### src/rtl/tx_fifo_sync_param_if.sv
`default_nettype none
// ============================================================================
// tx_fifo_sync_param_if : write/read handshake bundle of the parametrised TX FIFO
// Rev 1.0
// ============================================================================
interface tx_fifo_sync_param_if #(
   parameter int WIDTH = 12,
   parameter int DEPTH = 12
);
   localparam int CW = $clog2(DEPTH + 1);

   logic             in_enable;
   logic             flush;
   logic             en_wr;
   logic [WIDTH-1:0] data_wr;
   logic             idle_wr;
   logic             en_rd;
   logic [WIDTH-1:0] data_rd;
   logic             idle_rd;
   logic [CW-1:0]    level;
   logic             ovf_err;
   logic             clr_err;

   modport master (
      output in_enable, flush, en_wr, data_wr, idle_rd, clr_err,
      input  idle_wr, en_rd, data_rd, level, ovf_err
   );

   modport slave (
      input  in_enable, flush, en_wr, data_wr, idle_rd, clr_err,
      output idle_wr, en_rd, data_rd, level, ovf_err
   );
endinterface
`default_nettype wire

### src/rtl/tx_fifo_sync_param.sv
`default_nettype none
// ============================================================================
// tx_fifo_sync_param : single-clock TX FIFO, any WIDTH/DEPTH, occupancy-counted.
// Optional registered read port selected by macro TX_FIFO_OUTREG_EN.
// Rev 1.0
// ============================================================================
module tx_fifo_sync_param #(
   parameter int WIDTH        = 12,
   parameter int DEPTH        = 12,
   parameter int AFULL_MARGIN = 4
) (
   input  wire logic             clk,
   input  wire logic             reset_n,
   tx_fifo_sync_param_if.slave   bus
);
   localparam int PW = $clog2(DEPTH);
   localparam int CW = $clog2(DEPTH + 1);
   localparam logic [CW-1:0] LVL_FULL  = CW'(DEPTH);
   localparam logic [CW-1:0] LVL_AFULL = CW'(DEPTH - AFULL_MARGIN);
   localparam logic [PW-1:0] PTR_LAST  = PW'(DEPTH - 1);

   logic [WIDTH-1:0] mem [DEPTH];
   logic [PW-1:0]    wr_ptr_q, wr_ptr_d;
   logic [PW-1:0]    rd_ptr_q, rd_ptr_d;
   logic [CW-1:0]    level_q, level_d;
   logic             idle_wr_q, idle_wr_d;
   logic             ovf_err_q, ovf_err_d;
   logic             full, empty, pop_rd, push_ok, ovf_set;

   always_comb begin
      full      = (level_q == LVL_FULL);
      empty     = (level_q == '0);
      pop_rd    = bus.in_enable & bus.idle_rd & ~empty & ~bus.flush;
      push_ok   = bus.in_enable & bus.en_wr & ~full & ~bus.flush;
      ovf_set   = bus.in_enable & bus.en_wr & full & ~bus.flush;
      wr_ptr_d  = wr_ptr_q;
      rd_ptr_d  = rd_ptr_q;
      level_d   = level_q;
      idle_wr_d = idle_wr_q;
      if (bus.in_enable) begin
         if (bus.flush) begin
            wr_ptr_d = '0;
            rd_ptr_d = '0;
            level_d  = '0;
         end else begin
            // pointers wrap modulo DEPTH so non-power-of-2 depths stay dense
            if (push_ok) wr_ptr_d = (wr_ptr_q == PTR_LAST) ? '0 : wr_ptr_q + PW'(1);
            if (pop_rd)  rd_ptr_d = (rd_ptr_q == PTR_LAST) ? '0 : rd_ptr_q + PW'(1);
            case ({push_ok, pop_rd})
               2'b10:   level_d = level_q + CW'(1);
               2'b01:   level_d = level_q - CW'(1);
               default: level_d = level_q;
            endcase
         end
         idle_wr_d = (level_d <= LVL_AFULL);
      end
      // a same-cycle overflow wins over the clear
      ovf_err_d = ovf_set ? 1'b1 : (bus.clr_err ? 1'b0 : ovf_err_q);
   end

   always_ff @(posedge clk) begin
      if (!reset_n) begin
         wr_ptr_q  <= '0;
         rd_ptr_q  <= '0;
         level_q   <= '0;
         idle_wr_q <= 1'b0;
         ovf_err_q <= 1'b0;
      end else begin
         wr_ptr_q  <= wr_ptr_d;
         rd_ptr_q  <= rd_ptr_d;
         level_q   <= level_d;
         idle_wr_q <= idle_wr_d;
         ovf_err_q <= ovf_err_d;
      end
   end

   always_ff @(posedge clk) begin
      if (reset_n && push_ok) mem[wr_ptr_q] <= bus.data_wr;
   end

   assign bus.level   = level_q;
   assign bus.idle_wr = idle_wr_q;
   assign bus.ovf_err = ovf_err_q;

`ifdef TX_FIFO_OUTREG_EN
   logic             en_rd_q, en_rd_d;
   logic [WIDTH-1:0] data_rd_q, data_rd_d;

   always_comb begin
      en_rd_d   = pop_rd;
      data_rd_d = pop_rd ? mem[rd_ptr_q] : data_rd_q;
   end

   always_ff @(posedge clk) begin
      if (!reset_n) begin
         en_rd_q   <= 1'b0;
         data_rd_q <= '0;
      end else begin
         en_rd_q   <= en_rd_d;
         data_rd_q <= data_rd_d;
      end
   end

   assign bus.en_rd   = en_rd_q;
   assign bus.data_rd = data_rd_q;
`else
   assign bus.en_rd   = pop_rd;
   assign bus.data_rd = mem[rd_ptr_q];
`endif
endmodule
`default_nettype wire

### src/flat_wrapper.sv
// flat-port wrapper written by rule: the top's interface ports become plain ports
module tx_fifo_sync_param_flat 
#(
   parameter int WIDTH        = 12,
   parameter int DEPTH        = 12,
   parameter int AFULL_MARGIN = 4
)
  (clk, reset_n, bus_in_enable, bus_flush, bus_en_wr, bus_data_wr, bus_idle_rd, bus_clr_err, bus_idle_wr, bus_en_rd, bus_data_rd, bus_level, bus_ovf_err);
  tx_fifo_sync_param_if #(.WIDTH(WIDTH), .DEPTH(DEPTH)) bus_i ();
  input  wire logic clk;
  input  wire logic reset_n;
  input wire logic [$bits(bus_i.in_enable)-1:0] bus_in_enable;
  input wire logic [$bits(bus_i.flush)-1:0] bus_flush;
  input wire logic [$bits(bus_i.en_wr)-1:0] bus_en_wr;
  input wire logic [$bits(bus_i.data_wr)-1:0] bus_data_wr;
  input wire logic [$bits(bus_i.idle_rd)-1:0] bus_idle_rd;
  input wire logic [$bits(bus_i.clr_err)-1:0] bus_clr_err;
  output wire logic [$bits(bus_i.idle_wr)-1:0] bus_idle_wr;
  output wire logic [$bits(bus_i.en_rd)-1:0] bus_en_rd;
  output wire logic [$bits(bus_i.data_rd)-1:0] bus_data_rd;
  output wire logic [$bits(bus_i.level)-1:0] bus_level;
  output wire logic [$bits(bus_i.ovf_err)-1:0] bus_ovf_err;
  assign bus_i.in_enable = bus_in_enable;
  assign bus_i.flush = bus_flush;
  assign bus_i.en_wr = bus_en_wr;
  assign bus_i.data_wr = bus_data_wr;
  assign bus_i.idle_rd = bus_idle_rd;
  assign bus_i.clr_err = bus_clr_err;
  assign bus_idle_wr = bus_i.idle_wr;
  assign bus_en_rd = bus_i.en_rd;
  assign bus_data_rd = bus_i.data_rd;
  assign bus_level = bus_i.level;
  assign bus_ovf_err = bus_i.ovf_err;
  tx_fifo_sync_param #(.WIDTH(WIDTH), .DEPTH(DEPTH), .AFULL_MARGIN(AFULL_MARGIN)) u_core (.clk(clk), .reset_n(reset_n), .bus(bus_i));
endmodule
### config.mk
export PLATFORM = sky130hd
export DESIGN_NAME = tx_fifo_sync_param_flat
export DESIGN_NICKNAME = d
export VERILOG_FILES = /design/src/rtl/tx_fifo_sync_param_if.sv /design/src/rtl/tx_fifo_sync_param.sv /design/src/flat_wrapper.sv
export SDC_FILE = /design/constraint.sdc
export NUM_CORES = 1
export LEC_CHECK = 0
export CORE_ASPECT_RATIO = 1.4
export CORE_MARGIN = 5
export CORE_UTILIZATION = 35
export CTS_CLUSTER_DIAMETER = 200
export DETAILED_ROUTE_END_ITERATION = 8
export GPL_TIMING_DRIVEN = 0
export PLACE_DENSITY_LB_ADDON = 0.15
export SYNTH_ARGS = -nofsm -noshare
export SYNTH_HDL_FRONTEND = slang
export SYNTH_SLANG_ARGS = --single-unit
### constraint.sdc
create_clock -name clk -period 3.9 [get_ports clk]
set_input_delay 0.39 -clock clk [delete_from_list [all_inputs] [get_ports clk]]
set_output_delay 0.39 -clock clk [all_outputs]
set_load 0.02 [all_outputs]
==> results of run 1 <==
[placed cells by master, fill, tap and decap left out, types with 5 or more instances in the layout]
master             n
clkbuf_16         17
inv_1              9
edfxtp_1         144
o21ai_0           17
ha_1               7
clkdlybuf4s50_1   37
nor2_1            16
clkinvlp_4         5
dfxtp_1           18
clkbuf_1           9
mux2i_1           12
nand2_1           17
inv_6              5
xnor2_1            6
buf_2              6
mux4_2            36
and2_1            14
[cell type report]
class	instances	share of cell area [%]
clock inverters	15	1.982
flip-flops and latches	162	59.35
clock buffers	17	5.390
inverters	9	0.4280
plain buffers	18	1.046
multi-input cells	182	23.24
repair buffers	37	4.692
well taps	244	3.868
[power by group through the flow]
stage	registers [uW]	clock network, uW	logic [uW]
final	1900	1630	177
after global routing	1900	1750	195
after CTS	1900	1660	182
after detailed placement	1940	0	181
after global placement	1940	0	179
after floorplan	1940	0	98.7
[routing by layer]
metal | vias to the layer above | share of wire [%] | GRT usage (%)
li1 | 1601 | - | -
met1 | 1812 | 40 | 16.64
met2 | 62 | 56 | 25.68
met3 | 16 | 2.8 | 3.580
met4 | 0 | 1.6 | 4.428
met5 | - | 0 | 0
[flip-flops by register name (all words and copies together) (netlist names), named ones only]
register	flops
u_core.bus.ovf_err	1
u_core.bus.level	4
u_core.rd_ptr_q	4
u_core.bus.idle_wr	1
u_core.mem	144
u_core.wr_ptr_q	4
[stage by stage]
step	util, %	hold slack (ns)	setup WS [ns]	instances
floorplan	-	0.4889	1.071	371
global placement	39.30	0.4796	0.3457	652
detailed placement	39.30	0.4773	0.3767	652
CTS	42.43	0.4976	0.2553	684
global route	42.43	0.5648	0.2040	684
finish	42.43	0.4988	0.3765	684
[logic make-up (layout without fill, tap and decap cells)]
group	Yosys count	after routing	synth area share, %
compound gates	48	48	5.148
xor+xnor	7	7	0.9240
buf+inv	27	96	1.754
fa+ha+maj	7	7	1.320
flops	162	162	70.60
mux	48	48	14.03
simple gates	72	72	6.223
[worst max-delay path, cell delays in order, from the launching register on]
cell and delay (ns):
dfxtp_1 0.30, clkbuf_1 0.34, clkbuf_1 0.70, mux4_2 0.36
mux2i_1 0.08, o21ai_0 0.26, clkdlybuf4s50_1 0.66
[worst paths after layout]
kind                  startpoint             endpoint  slack, ns  depth (start not counted)
max                    flip-flop       bus_data_rd[1]       0.38                          6
min           u_core.bus.ovf_err   u_core.bus.ovf_err       0.50                          2
max reg2reg  u_core.bus.level[2]  u_core.bus.level[2]       0.74                         11
min reg2reg   u_core.bus.ovf_err   u_core.bus.ovf_err       0.50                          2
==> results_dict.tcl, run 1 <==
set metrics [dict create \
    ios 38 \
    critical_path_class "reg -> out" \
    rows 59 \
    place_area_um2 7311 \
    io_buffer_count 37 \
    syn_area_um2 6635 \
    grt_pass1_wl_um 22980 \
    cts.sinks 162 \
    syn_inst 371 \
    synth_cell_type_count 47 \
    slew_viol_final 0 \
    final_area_um2 7893 \
    cp-start-kind "flip-flop" \
    end_kind "output pin" \
    power_frac_comb_pct 4.8 \
    yosys_warnings 0 \
    synth.most_common_cell "edfxtp_1" \
    cts_made_buffers 17 \
    ir_drop_mv 0.2737 \
    synth_top_cells_by_count "edfxtp_1 (144), mux4_2 (36), dfxtp_1 (18)" \
    setup_tns_ns 0 \
    hpwl_um 9589 \
    fp.dieW_um 126.4 \
    drt-total-wl_um 14670 \
    switching_share_pct 21.13 \
    diodes 0 \
    syn2layout_area_growth_pct 18.95 \
    routedWlPerCell_um 21.45 \
    seq_area_um2 4684 \
    tightest_slew_ns 0.9893 \
    synth_fp_nets 397 \
    leakage_uw 0.002409 \
    initial_core_util_pct 35.67 \
    p_clk_share_pct 44.0 \
    vias 3491 \
    grt-ovfl-total 0 \
    internal-power_uw 2924 \
    grt_pass1_vias 3849 \
    hold_viol 0 \
    drtAntennaViolNets 0 \
    first_pass_iters 4 \
    htree_levels 4 \
    clk_pin_slew_worst_paths_ns 0.06 \
    cts_setup_buffers 0 \
    synthFlopType "edfxtp_1" \
    synth_edf_count 144 \
    drive_gt1_share_pct 18.18 \
    viasPerCell 5.104 \
    yosysTopAreaCell "edfxtp_1" \
    die-area_um2 21850 \
    first_iter_violations 266 \
    power_frac_seq_pct 51.2 \
    fin_skew_ns 0.006205 \
    yosysTopAreaCellShare_pct 65.17 \
    worst-path-max-fanout 10 \
    ys_ff_latch 162 \
    grt_max_degree 17 \
    die_y_um 172.9 \
    finalSetupViolations 0 \
    cts_resized 0 \
    hold_buffers 0 \
    layout.nets 453 \
    max_cap_violations 0 \
    max_freq_mhz 283.8 \
    ys_seq_area_share_pct 70.60 \
    power_switching_uw 783.2 \
    arrival_ns 3.13 \
    status "finished, final reports clean" \
    fill_cells 1699 \
    p_per_area_nw_per_um2 469.7 \
    clockRootBuffer "clkbuf_16" \
    period_minus_slack_ns 3.523 \
    drc 0 \
    power_uw 3707 \
    multi_input_area_um2 1834 \
    cts_tree "built" \
    cts_buffer_depth 2 \
    clock_latency_ns 0.42 \
    antenna_found_initial 0 \
    synth_area_leaders "edfxtp_1 (65%), mux4_2 (12%), dfxtp_1 (5.4%)" \
    async_flop_share_pct 0 \
    rsz0062_at_grt "no" \
    relSlewSlack_pct 34.05 \
    gp_congestion 0.8970 \
    core_region_area_um2 18600 \
    track_usage_pct 14.30 \
    min_period_over_period_pct 90.34 \
    syn_avg_cell_area_um2 17.88 \
    cp_data_required_time_ns 3.51 \
    hp-class "reg -> reg" \
]
No activity file was read; power rests on OpenSTA's default activity.
==> run 2: changes to the inputs <==
PLACE_DENSITY = 0.53   (was unset)
PLACE_DENSITY_LB_ADDON = unset   (was 0.15)
==> run 2 against run 1 <==
Cell count is the same. Sequential cell count is the same. Maximum frequency shrank 0.51%. Die area is the same. Core utilization grew 0.12 points. Largest power group unchanged.
==> results_dict.tcl, run 2 (synthesized netlist as in run 1, its figures left out) <==
set metrics [dict create \
    status "finished, final reports clean" \
    first_pass_iters 6 \
    fp.dieW_um 126.4 \
    power_uw 3786 \
    cts_setup_buffers 0 \
    setup_tns_ns 0 \
    drc 0 \
    viasPerCell 5.089 \
    cp_top_family "buffers and inverters" \
    die_y_um 172.9 \
    hp-class "reg -> reg" \
    vias 3481 \
    seq_area_um2 4684 \
    drt-total-wl_um 14380 \
    max_freq_mhz 282.4 \
    initial_core_util_pct 35.67 \
    track_usage_pct 13.70 \
    first_iter_violations 261 \
    rsz0062_at_grt "no" \
    grt_max_degree 17 \
    drive_gt1_share_pct 17.05 \
    mostFrequentLayoutCell "edfxtp_1" \
    grt_pass1_vias 3723 \
    min_period_over_period_pct 90.81 \
    hpwl_um 9145 \
    multi_input_area_um2 1834 \
    gp_congestion 0.8396 \
    drtAntennaViolNets 0 \
    clk_pin_slew_worst_paths_ns 0.06 \
    arrival_ns 3.15 \
    cp-start-kind "flip-flop" \
    core_region_area_um2 18600 \
    p_per_area_nw_per_um2 478.3 \
    hold_viol 0 \
    cts_made_buffers 17 \
    fin_util_pct 42.55 \
    htree_levels 4 \
    grt_pass1_wl_um 22180 \
    cts.sinks 162 \
    cp_data_required_time_ns 3.51 \
    crit_path_cell_trace "clkbuf_1, clkbuf_1, mux4_2, mux2i_1, o21ai_0, clkdlybuf4s50_1" \
    layout.nets 453 \
    fin_hold_ws_ns 0.5227 \
    io_buffer_count 37 \
    top_register "u_core.mem" \
    ir_drop_mv 0.2718 \
    antenna_found_initial 0 \
    worst-path-max-fanout 10 \
    die-area_um2 21850 \
    diodes 0 \
    cts_tree "built" \
    fin_skew_ns 0.006652 \
    rows 59 \
    max_cap_violations 0 \
    hold_buffers 0 \
    final_cell_mix "edfxtp_1 (144), clkdlybuf4s50_1 (37), mux4_2 (36)" \
    end_kind "output pin" \
    fill_cells 1700 \
    slew_viol_final 0 \
    syn2layout_area_growth_pct 19.29 \
    leakage_uw 0.002428 \
    largest_reg_flops 144 \
    critical_path_class "reg -> out" \
    period_minus_slack_ns 3.542 \
    clock_latency_ns 0.42 \
    r2r_slack_ns 0.73 \
    path_buf_inv 3 \
    tightest_slew_ns 0.9977 \
    cts_buffer_depth 2 \
    relSlewSlack_pct 33.48 \
    grt-ovfl-total 0 \
    cpMaxStageDelayCell "clkdlybuf4s50_1" \
    cts_resized 0 \
    clockRootBuffer "clkbuf_16" \
    routedWlPerCell_um 21.02 \
    finalSetupViolations 0 \
    cpMostUsedCell "clkbuf_1" \
    max_stage_delay_ns 0.69 \
    ios 38 \
]
==> run 2: changes by cell type in the layout (fill, tap and decap cells not counted) <==
cell / previous run / this run
bufinv_16: 2 / 4
clkbuf_1: 9 / 14
inv_6: 5 / 0
clkinvlp_4: 5 / 1
clkinv_4: 0 / 2
==> run 2: final timing paths <==
check,from,endpoint,cells after the start
worst min-delay path,u_core.bus.ovf_err,u_core.bus.ovf_err,2
worst min register to register,u_core.bus.ovf_err,u_core.bus.ovf_err,2
worst max-delay path,flip-flop,bus_data_rd[11],6
worst max register to register,u_core.bus.level[2],u_core.bus.level[2],11
==> run 2: metrics by stage <==
| stage | area, um2 | std cells | setup slack (ns) |
|---|---|---|---|
| CTS | 7915 | 684 | 0.2912 |
| global route | 7915 | 684 | 0.2438 |
| detailed placement | 7311 | 652 | 0.3515 |
| finish | 7915 | 684 | 0.3583 |
| global placement | 7311 | 652 | 0.3494 |
| floorplan | 6635 | 371 | 1.071 |
==> run 2: per-layer routing <==
metal / global-route usage (%) / up-vias / share of wire (%)
li1: - / 1594 / -
met1: 16.29 / 1804 / 41
met2: 24.14 / 68 / 55
met3: 3.302 / 15 / 2.8
met4: 4.651 / 0 / 1.4
met5: 0 / - / 0
==> run 2: worst min-delay path: cells and delay by family (launching register included) <==
family | cells | cell delay, ns
flops | 1 | 0.34
simple gates | 1 | 0.08
compound gates | 1 | 0.06
==> run 2: power breakdown <==
| group | internal, uW | switching, uW | total, uW |
|---|---|---|---|
| Sequential | 1890 | 3.85 | 1900 |
| Clock | 1070 | 640 | 1710 |
| Combinational | 81.9 | 95.8 | 178 |
==> run 2: final cells by class <==
type	count	area share (%)
Clock buffer	22	5.612
Multi-Input combinational cell	182	23.17
Tap cell	244	3.857
Timing Repair Buffer	37	4.679
Buffer	18	1.043
Clock inverter	10	2.023
Inverter	9	0.4268
Sequential cell	162	59.18
